### src/rtl/fp_align_unpack.sv
// fp_align_unpack
//   Front end of the floating-point add/sub datapath. It unpacks two packed
//   operands {sign, exp, frac}, inserts the hidden bit (with denormals using
//   an effective exponent of 1), and orders them by magnitude. It then
//   right-aligns the smaller mantissa one bit per cycle while accumulating a
//   sticky loss bit.
//
// Ports
//   clk, rst      clock, synchronous active-high reset
//   in_valid/in_ready    operand pair handshake (ready only while idle)
//   a, b          packed operands {sign, exp[EXP_SIZE], frac[MANTIS_SIZE]}
//   operator      0 = add, 1 = sub (A - B)
//   out_valid/out_ready  result handshake; outputs hold while stalled
//   exp_out       common exponent (exponent of the larger operand)
//   mantis_big    {hidden, frac, 2'b00} of the larger operand
//   mantis_small  aligned {hidden, frac, g, r} of the smaller operand
//   loss          sticky OR of bits shifted past the r position
//   sign_out      sign of the larger operand after subtract adjustment
//   op_eff        effective operation: operator ^ sign_a ^ sign_b
module fp_align_unpack #(
  parameter int EXP_SIZE    = 8,
  parameter int MANTIS_SIZE = 23
) (
  input  logic                              clk,
  input  logic                              rst,
  input  logic                              in_valid,
  output logic                              in_ready,
  input  logic [EXP_SIZE+MANTIS_SIZE:0]     a,
  input  logic [EXP_SIZE+MANTIS_SIZE:0]     b,
  input  logic                              operator,
  output logic                              out_valid,
  input  logic                              out_ready,
  output logic [EXP_SIZE-1:0]               exp_out,
  output logic [MANTIS_SIZE+2:0]            mantis_big,
  output logic [MANTIS_SIZE+2:0]            mantis_small,
  output logic                              loss,
  output logic                              sign_out,
  output logic                              op_eff
);

  localparam int W  = EXP_SIZE + MANTIS_SIZE + 1;
  localparam int MW = MANTIS_SIZE + 3;
  localparam logic [EXP_SIZE-1:0] ONE       = EXP_SIZE'(1);
  localparam logic [EXP_SIZE-1:0] MAX_SHIFT = EXP_SIZE'(MANTIS_SIZE + 2);

  typedef enum logic [1:0] {IDLE, SHIFT, DONE} state_t;

  state_t              state;
  logic [EXP_SIZE-1:0] cnt;

  logic                sign_a, sign_b;
  logic [EXP_SIZE-1:0] exp_a, exp_b;
  logic [EXP_SIZE-1:0] eexp_a, eexp_b;
  logic [MW-1:0]       mant_a, mant_b;
  logic                swapped;
  logic [EXP_SIZE-1:0] eexp_big, eexp_small, diff;
  logic [MW-1:0]       mant_big_c, mant_small_c;
  logic                sign_big;

  // Unpack and magnitude ordering of the incoming pair.
  always_comb begin
    sign_a = a[W-1];
    sign_b = b[W-1];
    exp_a  = a[W-2:MANTIS_SIZE];
    exp_b  = b[W-2:MANTIS_SIZE];
    eexp_a = (exp_a != '0) ? exp_a : ONE;
    eexp_b = (exp_b != '0) ? exp_b : ONE;
    mant_a = {(|exp_a), a[MANTIS_SIZE-1:0], 2'b00};
    mant_b = {(|exp_b), b[MANTIS_SIZE-1:0], 2'b00};

    swapped = (eexp_b > eexp_a) || ((eexp_b == eexp_a) && (mant_b > mant_a));

    eexp_big     = swapped ? eexp_b : eexp_a;
    eexp_small   = swapped ? eexp_a : eexp_b;
    mant_big_c   = swapped ? mant_b : mant_a;
    mant_small_c = swapped ? mant_a : mant_b;
    sign_big     = swapped ? (sign_b ^ operator) : sign_a;
    diff         = eexp_big - eexp_small;
  end

  assign in_ready = (state == IDLE);

  always_ff @(posedge clk) begin
    if (rst) begin
      state        <= IDLE;
      cnt          <= '0;
      out_valid    <= 1'b0;
      exp_out      <= '0;
      mantis_big   <= '0;
      mantis_small <= '0;
      loss         <= 1'b0;
      sign_out     <= 1'b0;
      op_eff       <= 1'b0;
    end else begin
      case (state)
        IDLE: begin
          if (in_valid) begin
            exp_out    <= eexp_big;
            mantis_big <= mant_big_c;
            sign_out   <= sign_big;
            op_eff     <= operator ^ sign_a ^ sign_b;
            loss       <= 1'b0;
            cnt        <= diff;
            if (diff > MAX_SHIFT) begin
              // Everything falls past r: flush in one step.
              mantis_small <= '0;
              loss         <= |mant_small_c;
              out_valid    <= 1'b1;
              state        <= DONE;
            end else if ((diff == '0) || (mant_small_c == '0)) begin
              mantis_small <= mant_small_c;
              out_valid    <= 1'b1;
              state        <= DONE;
            end else begin
              mantis_small <= mant_small_c;
              state        <= SHIFT;
            end
          end
        end
        SHIFT: begin
          mantis_small <= mantis_small >> 1;
          loss         <= loss | mantis_small[0];
          cnt          <= cnt - ONE;
          // Stop early once the shifted value is zero: no bits left to lose.
          if ((cnt == ONE) || (mantis_small[MW-1:1] == '0)) begin
            out_valid <= 1'b1;
            state     <= DONE;
          end
        end
        DONE: begin
          if (out_ready) begin
            out_valid <= 1'b0;
            state     <= IDLE;
          end
        end
        default: state <= IDLE;
      endcase
    end
  end

endmodule

### config.mk
export PLATFORM = sky130hd
export DESIGN_NAME = fp_align_unpack
export DESIGN_NICKNAME = d
export VERILOG_FILES = /design/src/rtl/fp_align_unpack.sv
export SDC_FILE = /design/constraint.sdc
export NUM_CORES = 1
export LEC_CHECK = 0
export CAP_MARGIN = 30
export CORE_ASPECT_RATIO = 0.5
export CORE_MARGIN = 2
export CORE_UTILIZATION = 30
export DETAILED_ROUTE_END_ITERATION = 8
export SYNTH_ARGS = -nofsm -noshare
export SYNTH_HDL_FRONTEND = slang
export SYNTH_SLANG_ARGS = --single-unit
### constraint.sdc
create_clock -name clk -period 9.2 [get_ports clk]
set_clock_uncertainty 0.1 [all_clocks]
set_input_delay 1.84 -clock clk [delete_from_list [all_inputs] [get_ports clk]]
set_output_delay 1.84 -clock clk [all_outputs]
set_load 0.05 [all_outputs]
## Word level (Yosys, flattened, before mapping)

Index checks and enable logic that the tools add are counted.

- Output and inout port bits: 65
- Input port bits: 69
- Bits in registers: 74

- $add $sub $neg: 2
- Magnitude comparators: 3
- Bitwise logic cells: 4
- Reductions and logical operators: 19
- Equality and inequality tests: 8
- Muxes and demuxes: 27

Operators with widths:

| cell | number |
|---|---|
| $mux W26 | 4 |
| $pmux W26 S2 | 1 |
| $mux W8 | 5 |
| $gt A26 B26 Y1 | 1 |
| $logic_not A26 Y1 | 1 |
| $reduce_or A26 Y1 | 1 |
| $logic_not A25 Y1 | 1 |
| $pmux W8 S2 | 1 |
| $reduce_bool A8 Y1 | 2 |
| $reduce_or A8 Y1 | 2 |
| $mux W2 | 5 |
| $eq A8 B1 Y1 const B | 1 |
| $eq A8 B8 Y1 | 1 |
| $gt A8 B5 Y1 const B | 1 |
| $gt A8 B8 Y1 | 1 |
| $logic_not A8 Y1 | 1 |
| $mux W1 | 8 |
| $sub A8 B1 Y8 const B | 1 |
| $sub A8 B8 Y8 | 1 |
| $ne A2 B2 Y1 const B | 3 |
| $pmux W2 S3 | 1 |
| $reduce_and A5 Y1 | 1 |
| $reduce_and A2 Y1 | 2 |
| $logic_or A1 B1 Y1 | 3 |
| 12 further kinds | 14 |

## Logic depth before layout (Yosys ltp)

- Word-level depth: 13
- Depth in mapped cells: 24
- Mapped depth without buffers: 19

## Worst setup path before layout

OpenSTA, ideal clock, no wires.

- Path type: input to register
- From: input port b[28]
- To: register mantis_small[21]
- Arrival: 6.152 ns
- Stages: 23
- Slack: 2.873 ns
- Buffers on the path: 5
- Cells stage by stage: nor4_1 nand3b_1 ha_1 nand4_1 nor4_1 nand2_1 mux2i_1 o21bai_1 buf_2 buf_4 clkbuf_1 clkbuf_1 mux2i_1 ha_1 nand3_1 o211ai_1 mux2i_1 o221ai_1 xnor2_1 nor2_1 buf_2 nand4_1 a31oi_1

- Word-level cells in the longest chain between the ends: 11
- Elaborated cells on any way between the ends: 16
- Classes of those cells: add/sub: 1; order compare: 3; eq/ne: 1; mux: 7; reduce/logical: 4

RTL lines:

| what | RTL line | RTL |
|---|---|---|
| from (decl) | 29 | `input logic [EXP_SIZE+MANTIS_SIZE:0] b,` |
| parallel branches: the longest is 8 deep, another holds $gt A26 B26 Y1 | - |  |
| $mux W26 * | 104 | `if (diff > MAX_SHIFT) begin` |
| $mux W26 * | 97 | `if (in_valid) begin` |
| $pmux W26 S2 * | 95 | `case (state)` |
| to (signal assigned) | 111 | `mantis_small <= mant_small_c;` |
| to (signal assigned) | 115 | `mantis_small <= mant_small_c;` |
| to (signal assigned) | 121 | `mantis_small <= mantis_small >> 1;` |
| to (decl) | 35 | `output logic [MANTIS_SIZE+2:0] mantis_small,` |

Mark *: on every way between the ends. The select of a mux whose other input is x is not followed.
A chain may end at the register's enable or synchronous reset.

## Final worst setup path

- From: input port b[28]
- To: register out_valid

- Word-level cells in the longest chain between the ends: 11
- Elaborated cells on any way between the ends: 21
- Classes of those cells: add/sub: 1; order compare: 3; eq/ne: 2; mux: 7; reduce/logical: 8

RTL lines:

| what | RTL line | RTL |
|---|---|---|
| parallel branches: the longest is 11 deep, another holds $gt A26 B26 Y1 | - |  |
| to (signal assigned) | 108 | `out_valid <= 1'b1;` |
| to (signal assigned) | 112 | `out_valid <= 1'b1;` |
| to (signal assigned) | 126 | `out_valid <= 1'b1;` |
| to (decl) | 31 | `output logic out_valid,` |

Parallel ways; which one is timed is not known. The select of a mux whose other input is x is not followed.

==> impl_metrics.py <==
metrics = {
    "synth": {
        "yosysWarnings": 0,
        "synth_top_area_share_pct": 28.6,
        "synthTopCellsByCount": "nand2_1 (74), dfxtp_1 (72), nor2_1 (62), inv_1 (44), o21ai_0 (38)",
        "yosysUniqueCellTypes": 51,
        "synth-xor-area-share_pct": 1.39,
        "ys_async_sr_fraction_pct": 0,
        "avgSynthCellArea_sq_um": 7.48,
        "yosys-mux-area-fraction_pct": 8.33,
        "synth_top_family_by_area": "simple AND/OR/NAND/NOR gates",
        "yosysTopAreaCell": "dfxtp_1",
        "ys_top_cells_by_area": "dfxtp_1 (29%), ha_1 (8.5%), mux2i_1 (7.4%), nand2_1 (5.5%), a211oi_1 (5.1%)",
        "synth-simple-area-share_pct": 25.0,
        "synth_adder_area_share_pct": 8.45,
        "ys.flop_type": "dfxtp_1",
        "synthCells": 673,
        "synth.yosys.seq_area_share_pct": 28.6,
        "yosys_register_bits": 72,
        "synth_most_common_cell": "nand2_1",
        "synth-edff-count": 0,
        "synth_compound_area_share_pct": 20.0,
        "synth_area_sq_mm": 0.00503,
    },
    "routing": {
        "drt_wl_total_um": 17400,
        "dr.pass1.iters": 5,
        "avgRoutedWirePerCell_um": 17.4,
        "drc_errors": 0,
        "detail_route.vias_per_cell": 5.32,
        "ant_nets": 0,
        "drt-initial-drc-count": 463,
        "vias": 5324,
    },
    "grt": {
        "grt.total_usage_pct": 19.3,
        "globalRouteOverflowTotal": 0,
        "antenna_found_initial": 0,
        "grt_max_degree": 97,
        "grt_pass1_wl_um": 27100,
        "grt_pass1_vias": 4919,
    },
    "worst_setup_path": {
        "worstPathRequired_ns": 9.34,
        "startpoint_type": "primary input",
        "criticalPathCategory": "in2reg",
        "worst_setup_path_end_kind": "flip-flop",
        "crit_path_max_fanout": 75,
        "crit_arrival_ns": 7.27,
    },
    "power_and_ir_drop": {
        "powerDensity_mw_per_mm2": 199,
        "ir_worst_vdd_mv": 0.0975,
        "power_leakage_nw": 2.61,
    },
    "timing": {
        "finalMaxSlewViolations": 0,
        "tns_ns": 0,
        "finalCriticalPeriod_ns": 7.12,
        "fin_crit_sh_pct": 77.4,
        "slew_headroom_pct": 32.3,
        "hold_viol_final": 0,
        "rsz0062_at_grt": "false",
        "max_freq_mhz": 140,
        "setup-violations-final": 0,
        "tightest_slew_ns": 1.01,
    },
    "die": {
        "die_h_um": 95.6,
        "die_w_um": 187,
        "start_util_pct": 30.7,
        "rows": 33,
        "coreArea_sq_mm": 0.0164,
        "ios": 134,
        "die-area_sq_mm": 0.0179,
    },
    "cts": {
        "clock_path_buffers": 2,
        "cts_hold_buf": 0,
        "cts_made_buffers": 9,
        "h-tree-depth": 3,
        "clk_latency_ns": 0.34,
        "clockRootBuffer": "clkbuf_16",
        "path_clk_slew_ns": 0.06,
        "tritoncts": "built",
        "post_cts_buffers": 0,
        "clock-sinks": 72,
        "cts_resized": 0,
    },
    "layout": {
        "n_antenna_cell": 0,
        "nets": 872,
        "register_area_sq_mm": 0.00144,
        "fin_util_pct": 41.2,
        "drive_above_1_share_pct": 4.65,
        "multiInputGateArea_sq_mm": 0.00320,
        "fillers": 1682,
        "area_delta_synth_final_pct": 34.3,
    },
    "hold_path": {
        "hold_path_class": "reg2reg",
    },
    "placed_design": {
        "io_buffers": 131,
        "hpwlAfterDp_um": 13000,
        "place_congestion": 0.930,
    },
    "outcome": {
        "status": "complete, no violations",
    },
    "flow_run": {
        "drv_cap": 0,
    },
}
-- through the flow --
stage	std cells	area [sq um]	hold WS (ns)	setup slack (ns)	total power, mW
5_1_grt	1001	6760	0.396	1.66	1.42
6_report	1001	6760	0.358	2.08	1.34
3_5_place_dp	985	6470	0.354	1.83	0.998
3_3_place_gp	984	6440	0.339	2.05	0.991
2_1_floorplan	674	5040	0.361	2.87	0.807
4_1_cts	1001	6760	0.362	2.17	1.35
-- worst max-delay path: stages --
cell	delay [ns]
clkdlybuf4s50_1	0.48
nor4_1	0.39
nand3b_1	0.26
ha_1	0.37
nand4_1	0.15
nor4_1	0.42
nand2_1	0.11
mux2i_1	0.20
o21bai_4	0.37
buf_4	0.76
a221oi_2	0.20
mux2_2	0.30
nor3_2	0.06
nor3_4	0.84
nand2_1	0.20
o311ai_1	0.28
-- power by group --
part,switching (mW),internal (mW)
clock network,0.160,0.188
registers,0.0372,0.360
logic,0.393,0.206
-- placed cells by master, fill, tap and decap left out, types with 2 or more instances in the layout --
cell type	instances
clkdlybuf4s50_1	130
nand2_1	74
dfxtp_1	72
nor2_1	62
inv_1	44
o21ai_0	38
mux2i_1	37
nand3_1	36
a211oi_1	34
ha_1	34
nand4_1	33
a21oi_1	32
a31oi_1	30
nor4_1	23
nor3_1	10
clkbuf_16	9
nor2b_1	6
buf_4	6
xnor2_1	5
o211ai_1	5
nand2b_1	4
mux2_2	3
xor2_1	3
inv_6	3
nand3b_1	2
o31a_1	2
and4_1	2
o311a_1	2
o221ai_1	2
a211o_1	2
o311ai_1	2
conb_1	2
clkinvlp_4	2
-- path summary, 6_finish.rpt --
check	startpoint	endpoint	slack [ns]	cells past startpoint
max	b[28]	out_valid	2.08	16
min	exp_out[0]	exp_out[0]	0.36	2
max reg2reg	state[1]	mantis_big[25]	6.85	5
min reg2reg	exp_out[0]	exp_out[0]	0.36	2
-- final cells by class --
type                       count  share of cell area [%]
clock buffer                   9                    3.33
clock inverter                 7                   0.907
inverter                      44                    2.44
multi-input combinational    504                    47.4
sequential                    72                    21.3
tap                          227                    4.20
timing repair buffer         138                    20.4
-- layer usage --
metal	GRT usage [%]	part of all wire (%)	vias to the layer above
li1	-	-	2635
met1	29.3	52	2512
met2	27.8	41	163
met3	3.83	6.5	14
met4	4.03	0.83	0
met5	0	0	-
-- flip-flops by register name, summed over array words and instances (netlist names) --
register	count
cnt	8
mantis_small	26
loss	1
exp_out	8
op_eff	1
sign_out	1
state	2
mantis_big	24
out_valid	1
-- cell families (layout without fill, tap and decap cells) --
group                      Yosys count  after routing
buffers and inverters               98            198
DFF                                 72             72
other                                1              2
xor gates and xnor gates             8              8
muxes                               41             41
AOI/OAI and AO/OA                  158            158
adders and majority gates           34             34
and+or+nand+nor                    261            261
Note: power is estimated with default switching activity, not from simulation.
